<file path="src/rtl/cache_miss_refill_engine_if.sv">
// Bundles the MSHR head entry, victim line, memory port and fill/completion
// signals of the refill engine. The engine takes the master side; the MSHR
// buffer, cache bank and memory together form the slave side.
interface cache_miss_refill_engine_if #(
    parameter int ADDR_WIDTH  = 32,
    parameter int WORD_WIDTH  = 32,
    parameter int BLOCK_WORDS = 4,
    parameter int UUID_WIDTH  = 4
);
    // MSHR head entry
    logic                              mshr_valid;
    logic [ADDR_WIDTH-1:0]             mshr_block_addr;
    logic [BLOCK_WORDS-1:0]            mshr_write_status;
    logic [BLOCK_WORDS*WORD_WIDTH-1:0] mshr_write_block;
    logic [UUID_WIDTH-1:0]             mshr_uuid;
    logic                              mshr_ack;
    // victim line
    logic                              vict_dirty;
    logic [ADDR_WIDTH-1:0]             vict_addr;
    logic [BLOCK_WORDS*WORD_WIDTH-1:0] vict_block;
    // memory port
    logic                              mem_req;
    logic                              mem_we;
    logic [ADDR_WIDTH-1:0]             mem_addr;
    logic [WORD_WIDTH-1:0]             mem_wdata;
    logic                              mem_ready;
    logic [WORD_WIDTH-1:0]             mem_rdata;
    // line install and completion
    logic                              fill_en;
    logic [ADDR_WIDTH-1:0]             fill_addr;
    logic [BLOCK_WORDS*WORD_WIDTH-1:0] fill_block;
    logic                              fill_dirty;
    logic                              done;
    logic [UUID_WIDTH-1:0]             done_uuid;
    logic                              busy;

    modport master (
        input  mshr_valid, mshr_block_addr, mshr_write_status, mshr_write_block, mshr_uuid,
        input  vict_dirty, vict_addr, vict_block,
        input  mem_ready, mem_rdata,
        output mshr_ack, mem_req, mem_we, mem_addr, mem_wdata,
        output fill_en, fill_addr, fill_block, fill_dirty, done, done_uuid, busy
    );

    modport slave (
        output mshr_valid, mshr_block_addr, mshr_write_status, mshr_write_block, mshr_uuid,
        output vict_dirty, vict_addr, vict_block,
        output mem_ready, mem_rdata,
        input  mshr_ack, mem_req, mem_we, mem_addr, mem_wdata,
        input  fill_en, fill_addr, fill_block, fill_dirty, done, done_uuid, busy
    );
endinterface

</file>
<file path="src/rtl/cache_miss_refill_engine.sv">
// Services the oldest MSHR entry: optional dirty-victim writeback, word-by-word
// refill from memory with buffered store words merged over the read data, a
// one-cycle line install, then a one-cycle completion/ack pulse.
module cache_miss_refill_engine #(
    parameter int ADDR_WIDTH  = 32,
    parameter int WORD_WIDTH  = 32,
    parameter int BLOCK_WORDS = 4,
    parameter int UUID_WIDTH  = 4
) (
    input logic CLK,
    input logic nRST,
    cache_miss_refill_engine_if.master bus
);
    localparam int BYTE_SHIFT = $clog2(WORD_WIDTH / 8);
    localparam int WCNT_W     = $clog2(BLOCK_WORDS);
    localparam logic [WCNT_W-1:0] LAST_WORD = WCNT_W'(BLOCK_WORDS - 1);

    typedef enum logic [2:0] {IDLE, WB, FETCH, FILL, DONE} state_t;

    state_t                 state_reg;
    logic [WCNT_W-1:0]      wcnt_reg;
    logic [ADDR_WIDTH-1:0]  blk_addr_reg;
    logic [ADDR_WIDTH-1:0]  vict_addr_reg;
    logic [BLOCK_WORDS-1:0] wstatus_reg;
    logic [UUID_WIDTH-1:0]  uuid_reg;
    logic [WORD_WIDTH-1:0]  store_word_reg [BLOCK_WORDS];
    logic [WORD_WIDTH-1:0]  vict_word_reg  [BLOCK_WORDS];
    logic [WORD_WIDTH-1:0]  line_word_reg  [BLOCK_WORDS];

    logic                   mem_req_reg;
    logic                   mem_we_reg;
    logic [ADDR_WIDTH-1:0]  mem_addr_reg;
    logic [WORD_WIDTH-1:0]  mem_wdata_reg;
    logic                   fill_en_reg;
    logic                   done_reg;

    logic [WORD_WIDTH-1:0]  store_word_in [BLOCK_WORDS];
    logic [WORD_WIDTH-1:0]  vict_word_in  [BLOCK_WORDS];
    logic [WCNT_W-1:0]      wcnt_inc;
    logic [WORD_WIDTH-1:0]  fetch_word;

    // Byte offset of word n within a line; the adder using it wraps modulo 2^ADDR_WIDTH.
    function automatic logic [ADDR_WIDTH-1:0] word_offset(input logic [WCNT_W-1:0] n);
        return ADDR_WIDTH'(n) << BYTE_SHIFT;
    endfunction

    // Unpack incoming lines into words and pack the installed line back out.
    // The fill bus is zero outside the install strobe.
    generate
        for (genvar gi = 0; gi < BLOCK_WORDS; gi++) begin : g_words
            assign store_word_in[gi] = bus.mshr_write_block[gi*WORD_WIDTH +: WORD_WIDTH];
            assign vict_word_in[gi]  = bus.vict_block[gi*WORD_WIDTH +: WORD_WIDTH];
            assign bus.fill_block[gi*WORD_WIDTH +: WORD_WIDTH] =
                fill_en_reg ? line_word_reg[gi] : '0;
        end
    endgenerate

    // Counter wraps naturally to 0 after the last word of a line.
    assign wcnt_inc   = wcnt_reg + WCNT_W'(1);
    // Buffered store words take priority over the data read from memory.
    assign fetch_word = wstatus_reg[wcnt_reg] ? store_word_reg[wcnt_reg] : bus.mem_rdata;

    assign bus.mem_req    = mem_req_reg;
    assign bus.mem_we     = mem_we_reg;
    assign bus.mem_addr   = mem_addr_reg;
    assign bus.mem_wdata  = mem_wdata_reg;
    assign bus.fill_en    = fill_en_reg;
    assign bus.fill_addr  = fill_en_reg ? blk_addr_reg : '0;
    assign bus.fill_dirty = fill_en_reg & (|wstatus_reg);
    assign bus.done       = done_reg;
    assign bus.mshr_ack   = done_reg;
    assign bus.done_uuid  = done_reg ? uuid_reg : '0;
    assign bus.busy       = (state_reg != IDLE);

    // Refill sequencer: the memory request registers are loaded one cycle ahead
    // so that address/data stay stable until the memory accepts them.
    always_ff @(posedge CLK or negedge nRST) begin
        if (!nRST) begin
            state_reg     <= IDLE;
            wcnt_reg      <= '0;
            blk_addr_reg  <= '0;
            vict_addr_reg <= '0;
            wstatus_reg   <= '0;
            uuid_reg      <= '0;
            mem_req_reg   <= 1'b0;
            mem_we_reg    <= 1'b0;
            mem_addr_reg  <= '0;
            mem_wdata_reg <= '0;
            fill_en_reg   <= 1'b0;
            done_reg      <= 1'b0;
            for (int i = 0; i < BLOCK_WORDS; i++) begin
                store_word_reg[i] <= '0;
                vict_word_reg[i]  <= '0;
                line_word_reg[i]  <= '0;
            end
        end else begin
            fill_en_reg <= 1'b0;
            done_reg    <= 1'b0;
            case (state_reg)
                IDLE: begin
                    if (bus.mshr_valid) begin
                        blk_addr_reg  <= bus.mshr_block_addr;
                        wstatus_reg   <= bus.mshr_write_status;
                        uuid_reg      <= bus.mshr_uuid;
                        vict_addr_reg <= bus.vict_addr;
                        for (int i = 0; i < BLOCK_WORDS; i++) begin
                            store_word_reg[i] <= store_word_in[i];
                            vict_word_reg[i]  <= vict_word_in[i];
                        end
                        wcnt_reg    <= '0;
                        mem_req_reg <= 1'b1;
                        if (bus.vict_dirty) begin
                            state_reg     <= WB;
                            mem_we_reg    <= 1'b1;
                            mem_addr_reg  <= bus.vict_addr;
                            mem_wdata_reg <= vict_word_in[0];
                        end else begin
                            state_reg     <= FETCH;
                            mem_we_reg    <= 1'b0;
                            mem_addr_reg  <= bus.mshr_block_addr;
                            mem_wdata_reg <= '0;
                        end
                    end
                end
                WB: begin
                    if (bus.mem_ready) begin
                        wcnt_reg <= wcnt_inc;
                        if (wcnt_reg == LAST_WORD) begin
                            state_reg     <= FETCH;
                            mem_we_reg    <= 1'b0;
                            mem_addr_reg  <= blk_addr_reg;
                            mem_wdata_reg <= '0;
                        end else begin
                            mem_addr_reg  <= vict_addr_reg + word_offset(wcnt_inc);
                            mem_wdata_reg <= vict_word_reg[wcnt_inc];
                        end
                    end
                end
                FETCH: begin
                    if (bus.mem_ready) begin
                        line_word_reg[wcnt_reg] <= fetch_word;
                        wcnt_reg                <= wcnt_inc;
                        if (wcnt_reg == LAST_WORD) begin
                            state_reg   <= FILL;
                            mem_req_reg <= 1'b0;
                            fill_en_reg <= 1'b1;
                        end else begin
                            mem_addr_reg <= blk_addr_reg + word_offset(wcnt_inc);
                        end
                    end
                end
                FILL: begin
                    state_reg <= DONE;
                    done_reg  <= 1'b1;
                end
                DONE: begin
                    state_reg <= IDLE;
                end
                default: begin
                    state_reg   <= IDLE;
                    mem_req_reg <= 1'b0;
                end
            endcase
        end
    end
endmodule

</file>
<file path="src/flat_wrapper.sv">
// flat-port wrapper written by rule: the top's interface ports become plain ports
module cache_miss_refill_engine_flat 
#(
    parameter int ADDR_WIDTH  = 32,
    parameter int WORD_WIDTH  = 32,
    parameter int BLOCK_WORDS = 4,
    parameter int UUID_WIDTH  = 4
)
  (CLK, nRST, bus_mshr_valid, bus_mshr_block_addr, bus_mshr_write_status, bus_mshr_write_block, bus_mshr_uuid, bus_vict_dirty, bus_vict_addr, bus_vict_block, bus_mem_ready, bus_mem_rdata, bus_mshr_ack, bus_mem_req, bus_mem_we, bus_mem_addr, bus_mem_wdata, bus_fill_en, bus_fill_addr, bus_fill_block, bus_fill_dirty, bus_done, bus_done_uuid, bus_busy);
  cache_miss_refill_engine_if #(.ADDR_WIDTH(ADDR_WIDTH), .WORD_WIDTH(WORD_WIDTH), .BLOCK_WORDS(BLOCK_WORDS), .UUID_WIDTH(UUID_WIDTH)) bus_i ();
  input logic CLK;
  input logic nRST;
  input wire logic [$bits(bus_i.mshr_valid)-1:0] bus_mshr_valid;
  input wire logic [$bits(bus_i.mshr_block_addr)-1:0] bus_mshr_block_addr;
  input wire logic [$bits(bus_i.mshr_write_status)-1:0] bus_mshr_write_status;
  input wire logic [$bits(bus_i.mshr_write_block)-1:0] bus_mshr_write_block;
  input wire logic [$bits(bus_i.mshr_uuid)-1:0] bus_mshr_uuid;
  input wire logic [$bits(bus_i.vict_dirty)-1:0] bus_vict_dirty;
  input wire logic [$bits(bus_i.vict_addr)-1:0] bus_vict_addr;
  input wire logic [$bits(bus_i.vict_block)-1:0] bus_vict_block;
  input wire logic [$bits(bus_i.mem_ready)-1:0] bus_mem_ready;
  input wire logic [$bits(bus_i.mem_rdata)-1:0] bus_mem_rdata;
  output wire logic [$bits(bus_i.mshr_ack)-1:0] bus_mshr_ack;
  output wire logic [$bits(bus_i.mem_req)-1:0] bus_mem_req;
  output wire logic [$bits(bus_i.mem_we)-1:0] bus_mem_we;
  output wire logic [$bits(bus_i.mem_addr)-1:0] bus_mem_addr;
  output wire logic [$bits(bus_i.mem_wdata)-1:0] bus_mem_wdata;
  output wire logic [$bits(bus_i.fill_en)-1:0] bus_fill_en;
  output wire logic [$bits(bus_i.fill_addr)-1:0] bus_fill_addr;
  output wire logic [$bits(bus_i.fill_block)-1:0] bus_fill_block;
  output wire logic [$bits(bus_i.fill_dirty)-1:0] bus_fill_dirty;
  output wire logic [$bits(bus_i.done)-1:0] bus_done;
  output wire logic [$bits(bus_i.done_uuid)-1:0] bus_done_uuid;
  output wire logic [$bits(bus_i.busy)-1:0] bus_busy;
  assign bus_i.mshr_valid = bus_mshr_valid;
  assign bus_i.mshr_block_addr = bus_mshr_block_addr;
  assign bus_i.mshr_write_status = bus_mshr_write_status;
  assign bus_i.mshr_write_block = bus_mshr_write_block;
  assign bus_i.mshr_uuid = bus_mshr_uuid;
  assign bus_i.vict_dirty = bus_vict_dirty;
  assign bus_i.vict_addr = bus_vict_addr;
  assign bus_i.vict_block = bus_vict_block;
  assign bus_i.mem_ready = bus_mem_ready;
  assign bus_i.mem_rdata = bus_mem_rdata;
  assign bus_mshr_ack = bus_i.mshr_ack;
  assign bus_mem_req = bus_i.mem_req;
  assign bus_mem_we = bus_i.mem_we;
  assign bus_mem_addr = bus_i.mem_addr;
  assign bus_mem_wdata = bus_i.mem_wdata;
  assign bus_fill_en = bus_i.fill_en;
  assign bus_fill_addr = bus_i.fill_addr;
  assign bus_fill_block = bus_i.fill_block;
  assign bus_fill_dirty = bus_i.fill_dirty;
  assign bus_done = bus_i.done;
  assign bus_done_uuid = bus_i.done_uuid;
  assign bus_busy = bus_i.busy;
  cache_miss_refill_engine #(.ADDR_WIDTH(ADDR_WIDTH), .WORD_WIDTH(WORD_WIDTH), .BLOCK_WORDS(BLOCK_WORDS), .UUID_WIDTH(UUID_WIDTH)) u_core (.CLK(CLK), .nRST(nRST), .bus(bus_i));
endmodule
</file>
<file path="config.mk">
export PLATFORM = sky130hd
export DESIGN_NAME = cache_miss_refill_engine_flat
export DESIGN_NICKNAME = d
export VERILOG_FILES = /design/src/rtl/cache_miss_refill_engine_if.sv /design/src/rtl/cache_miss_refill_engine.sv /design/src/flat_wrapper.sv
export SDC_FILE = /design/constraint.sdc
export NUM_CORES = 1
export LEC_CHECK = 0
export CELL_PAD_IN_SITES_DETAIL_PLACEMENT = 2
export CELL_PAD_IN_SITES_GLOBAL_PLACEMENT = 2
export CORE_MARGIN = 2
export CORE_UTILIZATION = 32
export DETAILED_ROUTE_END_ITERATION = 6
export GPL_TIMING_DRIVEN = 0
export PLACE_DENSITY = 0.82
export SLEW_MARGIN = 20
export SYNTH_ARGS = -nofsm -noshare
export SYNTH_HDL_FRONTEND = slang
export SYNTH_SLANG_ARGS = --single-unit
</file>
<file path="constraint.sdc">
create_clock -name CLK -period 7 [get_ports CLK]
set_input_delay 2.1 -clock CLK [delete_from_list [all_inputs] [get_ports CLK]]
set_output_delay 2.1 -clock CLK [all_outputs]
set_load 0.01 [all_outputs]
</file>
==> results.cfg <==
[sta]
finalCritPeriodShare_pct = 95.6
max_freq_ghz = 0.149
finalSetupViolCount = 0
hold_viol = 0
rsz0062_at_grt = false
period_minus_slack_ns = 6.70
drv_slew = 0
fin_setup_tns_ns = 0
tightest_slew_ns = 1.02
clock_skew_ns = 0.0281
slew_headroom_pct = 31.5
layout_setup_ws_ns = 0.305

[synth]
synth_seq_cells = 529
ys_seq_area_share_pct = 52.9
synth_xor_area_share_pct = 1.19
synth_area_leaders = dfrtp_1 53%, nand2_1 17%, mux4_2 5.8%
synth_edf_count = 0
synth_simple_gate_area_share_pct = 26.0
synthDominantCellAreaShare_pct = 52.9
syn_inst = 2760
yosys.area_share.adder_pct = 0.560
async_flop_share_pct = 100
syn-num-nets = 3135
yosysMostFrequentCell = nand2_1
synth_cell_types = 62
synthTopCellsByCount = 1161 x nand2_1, 529 x dfrtp_1, 178 x o21ai_0
synthMuxAreaShare_pct = 7.95
ys.flop_type = dfrtp_1
synth_compound_area_share_pct = 8.14
synth_warnings = 0
yosysTopAreaCell = dfrtp_1
syn-cell-area_mm2 = 0.0250
synth_top_family_by_area = simple AND/OR/NAND/NOR gates
avgSynthCellArea_um2 = 9.07

[finish]
seq_area_mm2 = 0.0132
syn_to_final_growth_pct = 38.3
multi_input_area_mm2 = 0.0110
drive_gt1_share_pct = 7.08
n_fill_cell = 8391
final_util_pct = 44.7
nets = 3801

[setup_path]
cpPeakStageDelay_ns = 0.76
end_kind = register
rr_startpoint = u_core.wcnt_reg[0]
critPathArrivalTime_ns = 7.19
worst_ep_required_time_ns = 7.50
path_class = register to register
crit_chain = clkbuf_1 > buf_2 > buf_2 > inv_1 > ha_1 > clkbuf_1 > clkbuf_1 > inv_1 > fa_1 > nand4b_1 > nor4_2 > nand3_1 > xnor2_1 > a221oi_1 > nor2_1
critPathMaxFanout = 11
cp.buffers_inverters = 7
startpoint = u_core.wcnt_reg[0]
start_kind = register
crit_family = buffers and inverters
slowest_stage = nor4_2
path_common_cell = clkbuf_1

[detailed_routing]
num_vias = 23912
wire_per_inst_um = 27.4
totalWireLength_um = 124000
dr.pass1.iters = 5
viasPerCell = 5.27
drt_iter0_drc = 1576
drc = 0
ant_nets = 0

[clock_tree]
cts_setup_buffers = 0
cts_resized = 0
cts_tree = yes
clockBufferDepth = 3
h-tree-depth = 2
cts_hold_buffers = 0
clkTransAtPathRegs_ns = 0.06
clock_latency_ns = 0.64
cts_buffers = 60
cts_sinks = 529
clockRootBuffer = clkbuf_16

[power_and_ir_drop]
leakagePower_nw = 15.8
switching_share_pct = 42.7
p_clk_share_pct = 21.6
power_mw = 15.5
pwr-share-seq_pct = 36.0
power_density_mw_per_mm2 = 447
ir_drop_v = 0.000234
p_comb_share_pct = 42.4
power_switching_mw = 6.61
p_int_mw = 8.87

[global_routing]
grt.total_usage_pct = 30.5
antenna_found_initial = 34
grt_pass1_wl_um = 184000
grt_max_degree = 103
first_global_vias = 27358
gr-total-overflow = 0

[floorplan]
die_area_mm2 = 0.0805
die_y_um = 284
row_count = 102
start_util_pct = 32.3
die_w_um = 284
io_pins = 600
core_mm2 = 0.0775

[placed_design]
dp_hpwl_um = 95200
post-place-ws_ns = 0.116
gp_congestion = 0.927
io_buffers = 597

[status]
status = completed

[run]
cap_viol_max_count = 0

[min_path]
worstHoldStart = u_core.store_word_reg[58]
hold_class = register to register
-- power groups by stage --
stage	Sequential (mW)	Clock, mW	Combinational [mW]
after floorplan	5.17	0	3.63
after global placement	5.46	0	6.10
after detailed placement	5.56	0	6.47
after CTS	5.54	3.39	6.59
after global routing	5.70	3.52	7.15
final	5.57	3.34	6.57
-- final timing paths --
check                                                 end  cells past startpoint  slack (ns)
worst max register to register    u_core.bus.mem_addr[22]                     15        0.30
worst min-delay path            u_core.store_word_reg[58]                      2        0.48
max in group asynchronous        u_core.vict_word_reg[76]                      4        3.92
worst max-delay path              u_core.bus.mem_addr[22]                     15        0.30
min in group asynchronous          u_core.blk_addr_reg[7]                      1        1.40
worst min register to register  u_core.store_word_reg[58]                      2        0.48
-- cell type report --
type,instances,area share [%]
flip-flops and latches,529,38.2
multi-input cells,2031,31.7
repair buffers,604,17.8
clock buffers,87,5.13
well taps,1040,3.76
plain buffers,187,2.24
clock inverters,25,0.831
inverters,13,0.141
diodes,18,0.130
-- cells in the final DEF, fill, tap and decap left out, types with 12 or more instances in the layout --
cell / Yosys / final
a21oi_1: 55 / 55
nand4_1: 17 / 17
o21ai_0: 178 / 178
xnor2_1: 26 / 26
mux2i_1: 48 / 48
and2_1: 174 / 174
clkbuf_16: 0 / 61
a221oi_1: 12 / 12
clkbuf_1: 126 / 137
mux4_2: 65 / 65
nor2_1: 80 / 80
buf_2: 48 / 48
clkdlybuf4s50_1: 0 / 596
nand2_1: 1161 / 1161
a31oi_1: 13 / 13
diode_2: 0 / 18
nand3_1: 25 / 25
a22oi_1: 33 / 33
a211oi_1: 17 / 17
clkbuf_8: 0 / 15
clkinv_2: 0 / 15
inv_1: 13 / 13
dfrtp_1: 529 / 529
-- metrics by stage --
| stage | hold WS, ns | cell area, µm² | std cells |
|---|---|---|---|
| finish | 0.476 | 34600 | 4534 |
| global route | 0.501 | 34600 | 4527 |
| CTS | 0.481 | 34600 | 4516 |
| detailed placement | 0.462 | 32500 | 4404 |
| global placement | 0.454 | 32300 | 4397 |
| floorplan | 0.438 | 25000 | 2760 |
-- worst min-delay path, stage by stage, from the launching register on --
cell and delay [ns]:
dfrtp_1 0.34, nand2_1 0.05, nand2_1 0.05
-- kinds of logic (layout without fill, tap and decap cells) --
| logic type | Yosys count | count (layout) |
|---|---|---|
| AO/OA/AOI/OAI | 346 | 346 |
| XOR/XNOR | 34 | 34 |
| adder cells (fa/ha/maj) | 10 | 10 |
| buffers and inverters | 200 | 916 |
| flip-flops | 529 | 529 |
| multiplexers | 117 | 117 |
| other | 0 | 18 |
| AND/OR/NAND/NOR | 1524 | 1524 |
-- routing by layer --
| layer | routed length [µm] | up-vias | global-route usage (%) |
|---|---|---|---|
| li1 | - | 10421 | - |
| met1 | 49100 | 12367 | 36.5 |
| met2 | 61700 | 807 | 52.7 |
| met3 | 8100 | 279 | 7.22 |
| met4 | 5070 | 38 | 12.2 |
| met5 | 243 | - | 0 |
(Power assumes the default switching activity.)
